[src/rtl/spi_pkg.sv]
// rtl/spi_pkg.sv - shared types, mode constants and helpers for the multi-slave SPI master
package spi_pkg;

  typedef enum logic [1:0] {
    ST_IDLE  = 2'd0,
    ST_LEAD  = 2'd1,
    ST_XFER  = 2'd2,
    ST_TRAIL = 2'd3
  } spi_state_t;

  // {cpol, cpha}
  localparam logic [1:0] SPI_MODE0 = 2'b00;
  localparam logic [1:0] SPI_MODE1 = 2'b01;
  localparam logic [1:0] SPI_MODE2 = 2'b10;
  localparam logic [1:0] SPI_MODE3 = 2'b11;

  // A divider of zero would never tick, so it runs as the fastest legal rate.
  function automatic logic [31:0] spi_eff_half(input logic [31:0] div);
    return (div == 32'd0) ? 32'd1 : div;
  endfunction

endpackage

[src/rtl/spi_tick_gen.sv]
// rtl/spi_tick_gen.sv - half-period tick generator, one-cycle pulse every half clk cycles
module spi_tick_gen #(
  parameter int DIV_W = 16
) (
  input  logic             clk,
  input  logic             reset,
  input  logic             en,
  input  logic [DIV_W-1:0] half,
  output logic             tick
);

  logic [DIV_W-1:0] cnt;

  assign tick = en && (cnt == half - DIV_W'(1));

  // Held at zero while disabled so every enable rise starts a fresh period.
  always_ff @(posedge clk or negedge reset) begin
    if (!reset) begin
      cnt <= '0;
    end else if (!en || tick) begin
      cnt <= '0;
    end else begin
      cnt <= cnt + DIV_W'(1);
    end
  end

endmodule

[src/rtl/spi_master_multi.sv]
// rtl/spi_master_multi.sv - SPI master with configurable width, mode, bit order and chip selects
module spi_master_multi
  import spi_pkg::*;
#(
  parameter int DATA_W = 16,
  parameter int NUM_CS = 4,
  parameter int DIV_W  = 16,
  parameter int CS_W   = (NUM_CS > 1) ? $clog2(NUM_CS) : 1
) (
  input  logic              clk,
  input  logic              reset,
  input  logic              start,
  input  logic [DATA_W-1:0] data_in,
  input  logic [CS_W-1:0]   cs_sel,
  input  logic              cpol,
  input  logic              cpha,
  input  logic              lsb_first,
  input  logic [DIV_W-1:0]  div_factor,
  input  logic              miso,
  output logic              mosi,
  output logic              sclk,
  output logic [NUM_CS-1:0] cs_n,
  output logic [DATA_W-1:0] data_out,
  output logic              busy,
  output logic              avail,
  output logic              err
);

  localparam int EDGES = 2 * DATA_W;
  localparam int EW    = $clog2(EDGES + 1);

  spi_state_t        state, state_nx;
  logic              cpol_q, cpha_q, lsb_q;
  logic [DIV_W-1:0]  half_q;
  logic [DATA_W-1:0] tx_sr, rx_sr, tx_word;
  logic [EW-1:0]     edge_cnt;
  logic              tick, idle_ok, cs_bad, accept, shifting;
  logic              leading, last_edge, do_sample, do_drive, done;

  function automatic logic [DATA_W-1:0] rev(input logic [DATA_W-1:0] w);
    logic [DATA_W-1:0] r;
    for (int i = 0; i < DATA_W; i++) r[i] = w[DATA_W-1-i];
    return r;
  endfunction

  // The completion cycle is IDLE but must not accept; avail marks exactly that cycle.
  assign idle_ok   = start && (state == ST_IDLE) && !avail;
  assign cs_bad    = int'(cs_sel) >= NUM_CS;
  assign accept    = idle_ok && !cs_bad;
  // LSB-first words are reversed once so the shifters always work MSB-first.
  assign tx_word   = lsb_first ? rev(data_in) : data_in;
  assign shifting  = (state == ST_LEAD) || (state == ST_XFER);
  assign leading   = !edge_cnt[0];
  assign last_edge = (edge_cnt == EW'(EDGES - 1));
  assign do_sample = tick && shifting && (leading ^ cpha_q);
  assign do_drive  = tick && shifting &&
                     (cpha_q ? leading : (!leading && !last_edge));
  assign done      = tick && (state == ST_TRAIL);

  spi_tick_gen #(.DIV_W(DIV_W)) u_tick (
    .clk   (clk),
    .reset (reset),
    .en    (state != ST_IDLE),
    .half  (half_q),
    .tick  (tick)
  );

  always_ff @(posedge clk or negedge reset) begin
    if (!reset) state <= ST_IDLE;
    else        state <= state_nx;
  end

  always_comb begin
    state_nx = state;
    case (state)
      ST_IDLE:  if (accept) state_nx = ST_LEAD;
      ST_LEAD:  if (tick) state_nx = ST_XFER;
      ST_XFER:  if (tick && last_edge) state_nx = ST_TRAIL;
      ST_TRAIL: if (tick) state_nx = ST_IDLE;
      default:  state_nx = ST_IDLE;
    endcase
  end

  always_ff @(posedge clk or negedge reset) begin
    if (!reset) begin
      cpol_q   <= 1'b0;
      cpha_q   <= 1'b0;
      lsb_q    <= 1'b0;
      half_q   <= '0;
      tx_sr    <= '0;
      rx_sr    <= '0;
      edge_cnt <= '0;
      sclk     <= 1'b0;
      mosi     <= 1'b0;
      cs_n     <= '1;
      data_out <= '0;
      busy     <= 1'b0;
      avail    <= 1'b0;
      err      <= 1'b0;
    end else begin
      avail <= 1'b0;
      err   <= idle_ok && cs_bad;
      if (state == ST_IDLE) begin
        if (accept) begin
          cpol_q   <= cpol;
          cpha_q   <= cpha;
          lsb_q    <= lsb_first;
          half_q   <= DIV_W'(spi_eff_half(32'(div_factor)));
          sclk     <= cpol;
          cs_n     <= ~(NUM_CS'(1) << cs_sel);
          busy     <= 1'b1;
          // First bit is presented at once; with cpha=1 edge 1 re-drives the same bit.
          mosi     <= tx_word[DATA_W-1];
          tx_sr    <= cpha ? tx_word : (tx_word << 1);
          rx_sr    <= '0;
          edge_cnt <= '0;
        end
      end else begin
        if (tick && shifting) begin
          sclk     <= ~sclk;
          edge_cnt <= edge_cnt + EW'(1);
        end
        if (do_sample) rx_sr <= {rx_sr[DATA_W-2:0], miso};
        if (do_drive) begin
          mosi  <= tx_sr[DATA_W-1];
          tx_sr <= tx_sr << 1;
        end
        if (done) begin
          cs_n     <= '1;
          data_out <= lsb_q ? rev(rx_sr) : rx_sr;
          avail    <= 1'b1;
          busy     <= 1'b0;
          sclk     <= cpol_q;
          mosi     <= 1'b0;
        end
      end
    end
  end

endmodule

[config.mk]
export PLATFORM = sky130hd
export DESIGN_NAME = spi_master_multi
export DESIGN_NICKNAME = d
export VERILOG_FILES = /design/src/rtl/spi_pkg.sv /design/src/rtl/spi_tick_gen.sv /design/src/rtl/spi_master_multi.sv
export SDC_FILE = /design/constraint.sdc
export NUM_CORES = 1
export LEC_CHECK = 0
export ABC_AREA = 1
export CAP_MARGIN = 20
export CORE_AREA = 5 5 102 104
export CTS_CLUSTER_DIAMETER = 120
export DETAILED_ROUTE_END_ITERATION = 10
export DIE_AREA = 0 0 107 109
export PLACE_DENSITY = 0.84
export SYNTH_ARGS = -nofsm -noshare
export SYNTH_HDL_FRONTEND = slang
export SYNTH_SLANG_ARGS = --single-unit
[constraint.sdc]
create_clock -name clk -period 5 [get_ports clk]
set_input_delay 0.5 -clock clk [delete_from_list [all_inputs] [get_ports clk]]
set_output_delay 0.5 -clock clk [all_outputs]
set_load 0.02 [all_outputs]
==> flow_summary.json, run 1 <==
{
  "p_leak_uw": 0.00311,
  "reg2reg_slack_ns": 1.55,
  "clk_pin_slew_ns": 0.10,
  "cts.sinks": 99,
  "crit_chain": "inv_1, ha_1, clkinv_1, nand2_2, nor2_8, a21oi_2, nand2_1, nand2_1",
  "yosys.area.top_type_share_pct": 43.1,
  "crit_required_ns": 5.31,
  "yosysTopAreaCell": "dfrtp_1",
  "cts-root-to-sink-buffers": 2,
  "crit_type": "reg -> reg",
  "synth.distinct_cells": 41,
  "drv_slew": 0,
  "grt_max_degree": 73,
  "ant_nets": 0,
  "reg2reg_from": "state[0]",
  "die_area_um2": 11700,
  "syn_nets": 793,
  "ys_async_sr_fraction_pct": 100,
  "max_cap_viol_count": 0,
  "avgRoutedWirePerCell_um": 13.6,
  "drtPass1Iterations": 5,
  "outcome": "completed",
  "crit_path_end_kind": "flip-flop",
  "dp_hpwl_um": 9040,
  "drt_iter0_drc": 322,
  "cts-root-buf": "clkbuf_8",
  "relSlewSlack_pct": 26.0,
  "coreArea_um2": 9460,
  "reg2reg_depth": 8,
  "fp.dieW_um": 107,
  "avgSynthCellArea_um2": 7.41,
  "setup_viol": 0,
  "post-route-util_pct": 67.7,
  "syn_to_final_growth_pct": 16.0,
  "cp_top_family": "buffers and inverters",
  "grt_pass1_vias": 4757,
  "synth_compound_area_share_pct": 9.20,
  "ys_ff_latch": 99,
  "cts.repair.resized": 0,
  "synth_seq_area_share_pct": 45.0,
  "finalNetCount": 843,
  "crit_top_cell": "nand2_1",
  "avgViaCountPerCell": 5.45,
  "synthCells": 745,
  "max_freq_mhz": 290,
  "synth_fa_ha_area_share_pct": 1.59,
  "drt_wl_total_um": 12400,
  "layout-drive-gt1-share_pct": 5.63,
  "cpMaxStageDelayCell": "clkinv_1",
  "start_util_pct": 58.4,
  "ioPinCount": 66,
  "grt.total_usage_pct": 22.7,
  "overflow": 0,
  "synthXorXnorAreaFrac_pct": 2.38,
  "synth.area.mux_share_pct": 2.54,
  "nFillCells": 780,
  "htree_levels": 3,
  "hold_class": "in -> async",
  "post_cts_buffers": 0,
  "synth-simple-area-share_pct": 32.2,
  "ir_worst_vdd_uv": 215,
  "final.setup.tns_ns": 0,
  "tritoncts": "done",
  "synthFlopType": "dfrtp_1",
  "vias": 4981,
  "synth_area_um2": 5520,
  "min_period_over_period_pct": 69.0,
  "cts-hold-fix-buffers": 0,
  "synth_edf_count": 0,
  "cp_max_fo": 26,
  "min_period_ns": 3.45,
  "num_rows": 36,
  "rsz0062_at_grt": "no",
  "critPathBufInv": 2,
  "worst_pin_slew_ns": 1.10,
  "fin_skew_ns": 0.0138,
  "finalHoldViolCount": 0,
  "crit_path_start_kind": "flip-flop",
  "powerDensity_nw_per_um2": 464,
  "synthTopCellsByArea": "dfrtp_1 43%, nand2_1 18%, o21ai_0 5.1%",
  "max_stage_delay_ns": 0.85,
  "r2r-end": "tx_sr[11]",
  "cts_buffers": 9,
  "ys_warn_count": 0,
  "synth_top_family_by_area": "simple AND/OR/NAND/NOR gates",
  "clk_latency_ns": 0.38,
  "routabilityCongestion": 0.896,
  "grt_antenna_before_repair": 0,
  "cp.arrival_ns": 3.76,
  "antennaDiodeCount": 0,
  "port_buffers": 64,
  "die_h_um": 109,
  "drc": 0,
  "design_power_total_uw": 2970,
  "grt_pass1_wl_um": 21600
}
-- cell families (layout without fill, tap and decap cells) --
group	Yosys count	in the layout
fa+ha+maj	7	7
buf+inv	98	153
simple gates	423	423
other cells	1	1
compound gates	88	88
flops	99	99
xor+xnor	15	15
mux	14	14
-- state kept, by name, summed over array words and instances, names as in the netlist --
name        flops
avail           1
busy            1
cpha_q          1
cpol_q          1
cs_n            4
data_out       16
edge_cnt        6
half_q         16
lsb_q           1
mosi            1
rx_sr          16
sclk            1
state           2
tx_sr          16
u_tick.cnt     16
-- Yosys cell counts, types with 7 or more instances --
cell and instances:
nand3_1 41, nand2_1 265, nor2_2 9, mux2i_1 14
xor2_1 8, nor2_1 73, a21oi_1 9, nor3_1 11
inv_1 65, o221ai_1 12, dfrtp_1 95, ha_1 7
o21ai_0 56, xnor2_1 7, clkbuf_1 21
-- layout by cell type, fill, tap and decap left out, types with 4 or more instances in the layout --
cell type        instances
a21oi_1                  9
buf_4                    4
clkbuf_8                 9
clkdlybuf4s50_1         63
dfrtp_1                 95
dfstp_2                  4
ha_1                     7
inv_1                   65
mux2i_1                 14
nand2_1                265
nand3_1                 41
nor2_1                  72
nor2_2                  10
nor3_1                  11
nor3b_1                  5
nor4_1                   6
o21ai_0                 56
o221ai_1                12
xnor2_1                  7
xor2_1                   8
-- per-layer routing --
layer / share of wire [%] / global-route usage [%] / vias up
li1: - / - / 2480
met1: 46 / 31.0 / 2341
met2: 46 / 36.2 / 144
met3: 6.1 / 4.85 / 16
met4: 1.8 / 7.95 / 0
met5: 0 / 0 / -
-- per-stage QoR --
step	hold WS, ns	std cells	worst slack, ns	area [µm²]
final	0.0288	914	1.55	6400
after global routing	0.0481	914	1.25	6400
after CTS	0.0360	914	1.58	6400
after detailed placement	0.435	898	1.61	6210
after global placement	0.434	897	1.73	6200
after floorplan	0.204	745	2.83	5520
-- power by group --
part / internal (µW) / switching (µW) / total (µW) / leakage, µW
registers: 1010 / 199 / 1200 / 0.00131
logic: 449 / 793 / 1240 / 0.00171
clock network: 235 / 289 / 524 / 0.0000901
total: 1690 / 1280 / 2970 / 0.00311
-- area by class of cell --
type                    instances  area [µm²]  share of cell area [%]
multi-input cells             548        2650                    41.4
flip-flops and latches         99        2480                    38.8
clock inverters                 5        62.6                   0.977
clock buffers                  11         131                    2.05
inverters                      69         259                    4.04
repair buffers                 68         676                    10.5
well taps                     114         143                    2.23
-- worst max path at each step --
stage	start	endpoint	slack, ns	cells after the start
global placement	state[0]	tx_sr[1]	1.73	7
floorplan	half_q[0]	rx_sr[10]	2.83	16
finish	state[0]	tx_sr[11]	1.55	8
global route	state[1]	cs_n[3]	1.25	8
CTS	state[0]	tx_sr[4]	1.58	8
detailed placement	state[0]	tx_sr[1]	1.61	7
-- worst reg2reg max path, delay by kind of cell, from the launching register on --
kind	cells	cell delay, ns
buf+inv	2	0.96
fa+ha+maj	1	0.73
simple gates	4	0.68
compound gates	1	0.58
flops	1	0.44
No activity file was read; power rests on OpenSTA's default activity.
==> inputs of run 2 (changes only) <==
CORE_AREA = 5 5 106 108   (was 5 5 102 104)
DIE_AREA = 0 0 111 113   (was 0 0 107 109)
PLACE_DENSITY = 0.78   (was 0.84)
clock period = 3.5 ns   (was 5 ns; I/O delays follow)
==> flow_summary.json, run 2 (same netlist as run 1, synthesis figures left out) <==
{
  "syn_to_final_growth_pct": 17.8,
  "critPathLaunch": "half_q[0]",
  "max_cap_viol_count": 0,
  "num_rows": 37,
  "drt_wl_total_um": 12500,
  "coreArea_um2": 10100,
  "reg2reg_depth": 13,
  "dp_hpwl_um": 9140,
  "crit_path_end_kind": "flip-flop",
  "vias": 4944,
  "critPathBufInv": 1,
  "die_area_um2": 12500,
  "crit_chain": "inv_2, ha_1, nand2_1, nor2_1, nand3_1, a21oi_1, nor2_1, nand3_1, nor2_2, nand2_2, nor2_8, a21oi_2, o21ai_0",
  "ioPinCount": 66,
  "reg2reg_slack_ns": 0.85,
  "use_met3_pct": 4.81,
  "cpMaxStageDelayCell": "a21oi_2",
  "grtUsageMet2_pct": 33.0,
  "finalHoldViolCount": 0,
  "cp_top_family": "compound AO/OA/AOI/OAI gates",
  "post_cts_buffers": 0,
  "cts_buffers": 9,
  "cp_num_cells": 13,
  "ir_worst_vdd_uv": 254,
  "avgViaCountPerCell": 5.25,
  "crit_type": "reg -> reg",
  "clk_latency_ns": 0.38,
  "grt_antenna_before_repair": 0,
  "grt_pass1_vias": 4783,
  "place_ws_ns": 0.893,
  "crit_required_ns": 3.73,
  "outcome": "completed",
  "drv_slew": 0,
  "antennaDiodeCount": 0,
  "r2r-end": "tx_sr[1]",
  "relSlewSlack_pct": 43.5,
  "nFillCells": 895,
  "port_buffers": 64,
  "dp.cells": 925,
  "grt_busiest_layer": "met2",
  "setup_viol": 0,
  "htree_levels": 3,
  "avgRoutedWirePerCell_um": 13.2,
  "start_util_pct": 54.5,
  "design_power_total_uw": 4350,
  "fin_ws_ns": 0.850,
  "cts-root-buf": "clkbuf_8",
  "tritoncts": "done",
  "hold_class": "in -> async",
  "grt.total_usage_pct": 21.3,
  "cp.arrival_ns": 2.88,
  "cts-root-to-sink-buffers": 2,
  "min_period_over_period_pct": 75.7,
  "cp_max_fo": 17,
  "crit_path_start_kind": "flip-flop",
  "max_freq_mhz": 377,
  "reg2reg_from": "half_q[0]",
  "grt_pass1_wl_um": 22100,
  "routabilityCongestion": 0.911,
  "min_period_ns": 2.65,
  "clk_pin_slew_ns": 0.09,
  "p_leak_uw": 0.00315,
  "drt_iter0_drc": 274,
  "drc": 0,
  "cts.sinks": 99,
  "ant_nets": 0,
  "use_met1_pct": 28.8,
  "multi_input_area_um2": 2650,
  "final_cell_mix": "265 x nand2_1, 95 x dfrtp_1, 72 x nor2_1, 65 x inv_1, 63 x clkdlybuf4s50_1",
  "max_stage_delay_ns": 0.62,
  "grt_max_degree": 40,
  "fp.dieW_um": 111,
  "overflow": 0,
  "drtPass1Iterations": 7,
  "layout-drive-gt1-share_pct": 6.45,
  "final.setup.tns_ns": 0,
  "rsz0062_at_grt": "no",
  "finalNetCount": 849,
  "crit_end": "tx_sr[1]",
  "powerDensity_nw_per_um2": 668,
  "fin_cells": 942,
  "die_h_um": 113,
  "worst_pin_slew_ns": 0.848,
  "mostFrequentLayoutCell": "nand2_1",
  "ff_latch_area_um2": 2480,
  "whs_ns": 0.461,
  "fin_skew_ns": 0.00749
}
-- run 2: worst reg2reg max path, stage by stage, from the launching register on --
cell,delay [ns]
dfrtp_1,0.42
inv_2,0.10
ha_1,0.21
nand2_1,0.10
nor2_1,0.18
nand3_1,0.11
a21oi_1,0.15
nor2_1,0.07
nand3_1,0.10
nor2_2,0.07
nand2_2,0.12
nor2_8,0.06
a21oi_2,0.62
o21ai_0,0.20
-- run 2: area by class of cell --
| type | instances | share of cell area (%) |
|---|---|---|
| inverter | 69 | 3.98 |
| clock buffer | 10 | 2.12 |
| multi-input combinational | 548 | 40.8 |
| sequential | 99 | 38.2 |
| clock inverter | 6 | 1.33 |
| tap | 136 | 2.62 |
| timing repair buffer | 74 | 11.0 |
-- run 2: timing repair --
item	CTS	global route
endpoints found under the setup margin	0	0
resized for setup	0	0
hold buffers	1	0
hold endpoints to repair	30	0
-- run 2: power by group --
group	total (µW)	internal [µW]	switching, µW	leakage (µW)
sequential	1710	1440	277	0.00131
combinational	1810	662	1150	0.00174
clock	827	422	405	0.000113
-- run 2: routing by layer --
layer | share of wire, % | vias to the layer above | routed length (µm)
li1 | - | 2488 | -
met2 | 45 | 140 | 5650
met1 | 47 | 2304 | 5880
met3 | 5.9 | 12 | 729
met5 | 0 | - | 0
met4 | 1.6 | 0 | 193
-- run 2: worst min path at each step --
| stage | end | slack, ns |
|---|---|---|
| final | u_tick.cnt[3] | 0.46 |
| after global routing | tx_sr[8] | 0.50 |
| after CTS | u_tick.cnt[6] | 0.46 |
| after detailed placement | u_tick.cnt[1] | 0.33 |
| after global placement | u_tick.cnt[1] | 0.33 |
| after floorplan | avail | 0.05 |
-- run 2: per-stage QoR --
| stage | util [%] | cell area [µm²] |
|---|---|---|
| final | 64.1 | 6500 |
| after global placement | 61.8 | 6270 |
| after floorplan | - | 5520 |
| after CTS | 64.1 | 6500 |
| after global routing | 64.1 | 6500 |
| after detailed placement | 61.8 | 6270 |
